===== src/rtl/mem_port_arbiter.sv =====
// Round-robin arbiter sharing one single-port memory between the core (M0)
// and the loader/debug port (M1), with bounded bursts and tagged read return.
//
// Ports:
//   clk, rst            clock; asynchronous active-low reset
//   mX_req/addr/wr_*    requester X transaction request (held until mX_gnt)
//   mX_gnt              combinational accept for this cycle
//   mX_rd_data/rd_valid read return, one cycle after a granted read
//   mem_*               single-port memory interface (1-cycle read latency)
module mem_port_arbiter #(
    parameter int MAX_BURST = 4,
    parameter int FIRST_PRI = 0
) (
    input  logic        clk,
    input  logic        rst,
    input  logic        m0_req,
    input  logic [31:0] m0_addr,
    input  logic [31:0] m0_wr_data,
    input  logic        m0_wr_ena,
    output logic        m0_gnt,
    output logic [31:0] m0_rd_data,
    output logic        m0_rd_valid,
    input  logic        m1_req,
    input  logic [31:0] m1_addr,
    input  logic [31:0] m1_wr_data,
    input  logic        m1_wr_ena,
    output logic        m1_gnt,
    output logic [31:0] m1_rd_data,
    output logic        m1_rd_valid,
    output logic [31:0] mem_addr,
    output logic [31:0] mem_wr_data,
    output logic        mem_wr_ena,
    input  logic [31:0] mem_rd_data
);

    localparam int CW = (MAX_BURST > 1) ? $clog2(MAX_BURST) : 1;
    localparam logic [CW-1:0] CNT_MAX = CW'(MAX_BURST - 1);
    // Seeding last_owner with the other side makes the first tie go to FIRST_PRI.
    localparam logic LAST_RST = (FIRST_PRI == 0) ? 1'b1 : 1'b0;

    typedef enum logic [1:0] {
        IDLE,
        OWN0,
        OWN1
    } state_t;

    state_t        state_q, state_d;
    logic          last_q, last_d;
    logic [CW-1:0] cnt_q, cnt_d;
    logic [CW-1:0] cnt_inc;
    logic          pend_q, pend_d;
    logic          tag_q, tag_d;

    always_ff @(posedge clk or negedge rst) begin
        if (!rst) begin
            state_q <= IDLE;
            last_q  <= LAST_RST;
            cnt_q   <= '0;
            pend_q  <= 1'b0;
            tag_q   <= 1'b0;
        end else begin
            state_q <= state_d;
            last_q  <= last_d;
            cnt_q   <= cnt_d;
            pend_q  <= pend_d;
            tag_q   <= tag_d;
        end
    end

    assign cnt_inc = (cnt_q == CNT_MAX) ? cnt_q : cnt_q + 1'b1;

    always_comb begin
        m0_gnt      = 1'b0;
        m1_gnt      = 1'b0;
        state_d     = IDLE;
        last_d      = last_q;
        cnt_d       = '0;
        pend_d      = 1'b0;
        tag_d       = tag_q;
        mem_addr    = '0;
        mem_wr_data = '0;
        mem_wr_ena  = 1'b0;

        unique case (state_q)
            IDLE: begin
                if (m0_req && m1_req) begin
                    m0_gnt = last_q;
                    m1_gnt = ~last_q;
                end else begin
                    m0_gnt = m0_req;
                    m1_gnt = m1_req;
                end
            end
            OWN0: begin
                // Owner keeps the port until its burst is used up,
                // unless nobody else wants it.
                if (m0_req && (cnt_q < CNT_MAX || !m1_req))
                    m0_gnt = 1'b1;
                else
                    m1_gnt = m1_req;
            end
            OWN1: begin
                if (m1_req && (cnt_q < CNT_MAX || !m0_req))
                    m1_gnt = 1'b1;
                else
                    m0_gnt = m0_req;
            end
            default: ;
        endcase

        // No grant may be issued while reset is held.
        if (!rst) begin
            m0_gnt = 1'b0;
            m1_gnt = 1'b0;
        end

        if (m0_gnt) begin
            state_d     = OWN0;
            last_d      = 1'b0;
            cnt_d       = (state_q == OWN0) ? cnt_inc : '0;
            pend_d      = ~m0_wr_ena;
            tag_d       = 1'b0;
            mem_addr    = m0_addr;
            mem_wr_data = m0_wr_data;
            mem_wr_ena  = m0_wr_ena;
        end else if (m1_gnt) begin
            state_d     = OWN1;
            last_d      = 1'b1;
            cnt_d       = (state_q == OWN1) ? cnt_inc : '0;
            pend_d      = ~m1_wr_ena;
            tag_d       = 1'b1;
            mem_addr    = m1_addr;
            mem_wr_data = m1_wr_data;
            mem_wr_ena  = m1_wr_ena;
        end
    end

    assign m0_rd_valid = pend_q && !tag_q;
    assign m1_rd_valid = pend_q && tag_q;
    assign m0_rd_data  = mem_rd_data;
    assign m1_rd_data  = mem_rd_data;

endmodule


===== config.mk =====
export PLATFORM = sky130hd
export DESIGN_NAME = mem_port_arbiter
export DESIGN_NICKNAME = d
export VERILOG_FILES = /design/src/rtl/mem_port_arbiter.sv
export SDC_FILE = /design/constraint.sdc
export NUM_CORES = 1
export LEC_CHECK = 0
export ABC_CLOCK_PERIOD_IN_PS = 2050
export CAP_MARGIN = 15
export CORE_AREA = 2 2 116 118
export CTS_CLUSTER_DIAMETER = 50
export DETAILED_ROUTE_END_ITERATION = 10
export DIE_AREA = 0 0 118 120
export SYNTH_ARGS = -nofsm -noshare
export SYNTH_HDL_FRONTEND = slang
export SYNTH_SLANG_ARGS = --single-unit

===== constraint.sdc =====
create_clock -name clk -period 2.05 [get_ports clk]
set_clock_uncertainty 0.05 [all_clocks]
set_input_delay 0.3075 -clock clk [delete_from_list [all_inputs] [get_ports clk]]
set_output_delay 0.3075 -clock clk [all_outputs]
set_load 0.01 [all_outputs]

==> results by stage <==
Cells and area:
- The antenna diode count is 0.
- Cells with a size suffix above 1 make up 37.0% of the layout.
- For this run, the share of the core covered by cells in the final layout is 29.7%.
- The final net count is slightly above 500.
- From synthesis to final layout, the design area changed by 158%.
- The layout has 1383 filler cells.

Outcome:
- The final reports fail on negative setup slack.
- The run finished, with violations left.

Global route:
- The final global-route overflow total is 0.
- Entering global routing, the biggest net connects 20 pins.
- The initial antenna violation count was 0.
- The first-pass GRT wire length is 15.1 mm.
- The total global routing track utilization is 14.3%.
- The via count of the first global-routing pass is 2335.

Synthesis:
- The most used flip-flop cell after synthesis is sky130_fd_sc_hd__dfrtp_1.
- Counting flops with an async set or reset pin after synthesis yields a share of 100%.
- In this run, synthesis produced a sequential element count of 7.
- The number of nets produced by synthesis is 345.
- The synthesized instance count is 179.
- Of the post-synthesis cell area, the dominant cell type holds 38.7%.
- Summed over all instances, the cell type with the most area after synthesis is sky130_fd_sc_hd__a22o_1.
- Yosys printed 0 warnings.
- The unique cell type count in the Yosys netlist is 23.
- In the post-synthesis netlist, the cell with the most instances is sky130_fd_sc_hd__buf_4.
- Counting flops with a built-in enable in the synthesized netlist gives 0.
- In the synthesized netlist, the cells that appear most often are sky130_fd_sc_hd__buf_4, sky130_fd_sc_hd__a22o_1, sky130_fd_sc_hd__buf_2.
- After synthesis the cells add up to 1500 sq um.
- Sorting the synthesized cells by area gives the leading types as sky130_fd_sc_hd__a22o_1, sky130_fd_sc_hd__buf_4, sky130_fd_sc_hd__dfrtp_1.
- The average cell area after synthesis is 8.35 sq um.
- Sequential cells were found to cover 11.8% of the synthesized design area.

Floorplan:
- Row generation in the floorplan step produced between 40 and 50 rows.
- The die is 118 um wide.
- The full die area is 14200 sq um.
- The die is about 120 um tall.
- The total area inside the core boundary comes to 13000 sq um.
- The initial utilization of the core area, before any placement, comes to 11.5%.
- 299 I/O pins were placed.

STA:
- Counting I/O delays and the setup requirement, the final critical path takes 2420 ps.
- Adding up every negative setup slack in the final design gives -19380 ps.
- The top achievable clock speed is 0.414 GHz.
- The total count of max-transition violations in the final report came to 0.
- For the pin with the worst max-slew slack, the measured transition is 299 ps.
- In the post-route analysis, the smallest setup slack over all paths is -368 ps.
- The setup-violating endpoint count in the final report is 67.
- Headroom to the max-slew limit came out at about four fifths.
- Of the available clock period, the critical path in the final layout requires 118%.
- Setup repair after global routing could not meet its margin everywhere.
- The number of hold-slack violations in the final timing report is 0.

Setup path:
- Of all nets on the critical path, the largest fanout is 10.
- STA classifies the critical path endpoint as an output port.
- The arrival time of data at the critical path endpoint is 2060 ps.
- The kind of start point of the critical path is a flip-flop.
- The slack of the worst reg-to-reg path is 60 ps.
- The number of cells on the worst reg-to-reg path is 8.
- The worst reg2reg path endpoint is pend_q$_DFF_PN0_.
- The endpoint required time on the critical path is between 1500 and 2000 ps.
- The kind of critical path is flip-flop to output port.
- The most critical setup path has its startpoint at state_q[0]$_DFF_PN0_.
- The startpoint identified for the worst register-to-register timing path is state_q[0]$_DFF_PN0_.

Clock tree:
- The tree built by TritonCTS fans out to 7 sinks.
- TritonCTS built the clock tree.
- The clock latency reported for the late side of the worst-skew pair is ~230 ps.
- The maximum clock path buffer count is 2.
- In this run the number of H-tree levels came out at 1.
- CTS placed an instance of sky130_fd_sc_hd__clkbuf_16 at the clock tree root.
- The number of buffers inserted during clock tree synthesis is 3.
- Hold repair after CTS inserted 0 buffers.
- After clock tree synthesis, the clock-pin slew on the worst setup and hold paths is 40 ps.

Pwr:
- The total power divided by cell area is 400 nW/um^2.
- The static leakage is between 1.5 and 2 nW.
- The completed layout was analyzed and its total power is 0.00154 W.
- The largest vdd supply drop is between 0.15 and 0.2 mV.

Detailed routing:
- For this block, the routed nets add up to 11.1 mm of wire.
- The first routing iteration left slightly above 80 violations.
- The count of nets left with antenna violations once routing finished came out at 0.
- Detailed routing inserted a total of 2155 vias.
- After detailed routing, the number of vias per cell comes to 4.09.
- The length of the first detailed-routing pass in iterations is 4.
- In the final routed layout, each cell accounts on average for 21.1 um.
- The count of unresolved DRC violations after routing is 0.

Worst hold path:
- The worst hold path belongs to the class input port to async pin.

Placement:
- The placer congestion estimate is 0.870.
- The number of I/O port buffers is 202.
- The placed wire-length estimate is around 7.6 mm.

Job:
- Max-cap violations in this run came to 0.
-- routing by layer --
metal  track usage, %  wire, um  vias up
met1             13.3      3570     1010
met5                0         0        -
met3             4.37       999       21
met4             2.64       167        0
li1                 -         -      959
met2             30.1      6360      165
-- power breakdown --
| group | leakage [nW] | switching, W | internal, W |
|---|---|---|---|
| logic | 1.59 | 0.000391 | 0.000651 |
| registers | 0.0892 | 0.00000973 | 0.000157 |
| clock network | 0.0382 | 0.0000739 | 0.000259 |
| total | 1.72 | 0.000475 | 0.00107 |
-- layout make-up --
class / count / area (sq um) / area share [%]
clock buffer: 4 / 78.8 / 2.04
inverter: 6 / 22.5 / 0.584
multi-input combinational: 88 / 846 / 21.9
sequential: 7 / 176 / 4.58
tap: 176 / 220 / 5.71
timing repair buffer: 246 / 2510 / 65.1
-- state kept, by name (all words and copies together) (netlist names) --
| signal | flops |
|---|---|
| pend_q | 1 |
| tag_q | 1 |
| last_q | 1 |
| cnt_q | 2 |
| state_q | 2 |
-- cell usage in the layout (no fill, tap or decap) --
cell type                         netlist  layout
sky130_fd_sc_hd__a21boi_4               0       1
sky130_fd_sc_hd__a21oi_1                2       2
sky130_fd_sc_hd__a21oi_4                0       2
sky130_fd_sc_hd__a22o_1                66      61
sky130_fd_sc_hd__a22o_4                 0       5
sky130_fd_sc_hd__a311oi_1               1       1
sky130_fd_sc_hd__and2_1                 1       1
sky130_fd_sc_hd__and4_1                 1       1
sky130_fd_sc_hd__buf_12                 0       9
sky130_fd_sc_hd__buf_16                 0       8
sky130_fd_sc_hd__buf_2                 10      50
sky130_fd_sc_hd__buf_4                 67      12
sky130_fd_sc_hd__buf_6                  1      25
sky130_fd_sc_hd__buf_8                  0       2
sky130_fd_sc_hd__clkbuf_1               0       1
sky130_fd_sc_hd__clkbuf_16              0       7
sky130_fd_sc_hd__clkdlybuf4s15_2        0       1
sky130_fd_sc_hd__clkdlybuf4s50_1        0     132
sky130_fd_sc_hd__dfrtp_1                6       6
sky130_fd_sc_hd__dfstp_2                1       1
sky130_fd_sc_hd__dlygate4sd2_1          0       3
sky130_fd_sc_hd__inv_1                  6       6
sky130_fd_sc_hd__mux2_2                 2       2
sky130_fd_sc_hd__nand2_2                0       1
sky130_fd_sc_hd__nand2b_4               0       1
sky130_fd_sc_hd__nand3_1                2       1
sky130_fd_sc_hd__nand3_4                0       1
sky130_fd_sc_hd__nor2_1                 2       2
sky130_fd_sc_hd__nor2b_1                1       1
sky130_fd_sc_hd__o21ai_0                1       1
sky130_fd_sc_hd__o21bai_1               2       2
sky130_fd_sc_hd__o311ai_4               0       1
sky130_fd_sc_hd__or4b_4                 0       1
-- critical path: stages (launching register included) --
cell and delay, ps:
sky130_fd_sc_hd__dfrtp_1 390, sky130_fd_sc_hd__or4b_4 530, sky130_fd_sc_hd__nand3_4 80, sky130_fd_sc_hd__a21oi_4 50, sky130_fd_sc_hd__buf_12 140, sky130_fd_sc_hd__buf_12 130, sky130_fd_sc_hd__buf_16 140, sky130_fd_sc_hd__a22o_1 230
sky130_fd_sc_hd__buf_2 130
-- worst max-delay path by stage --
stage / to / slack [ps] / cells past startpoint
3_5_place_dp: mem_addr[8] / -820 / 8
6_report: mem_addr[18] / -370 / 8
5_1_grt: mem_addr[24] / -440 / 8
2_1_floorplan: mem_addr[13] / 90 / 6
4_1_cts: mem_addr[18] / -400 / 8
3_3_place_gp: mem_addr[7] / -760 / 8
-- stage by stage --
step                      instance area, sq um  cells  worst slack, ps  hold slack, ps
after detailed placement                  3350    493             -817             499
after CTS                                 3710    521             -396            90.3
final                                     3850    527             -368            84.2
after global placement                    3350    493             -764             480
after floorplan                           1500    179             92.7           -38.1
after global routing                      3850    527             -438             102
-- cell families after synthesis --
family	Yosys count	share of synthesized area, %
flops	7	11.8
mux	2	1.51
simple gates	10	3.93
compound gates	76	43.5
buf+inv	84	39.2
-- repair_timing --
item,in CTS,in global routing
setup endpoints to repair,67,68
buffers inserted,15,5
pin swaps,32,26
resized for setup,308,14
gates cloned,9,4
(Power assumes the default switching activity.)
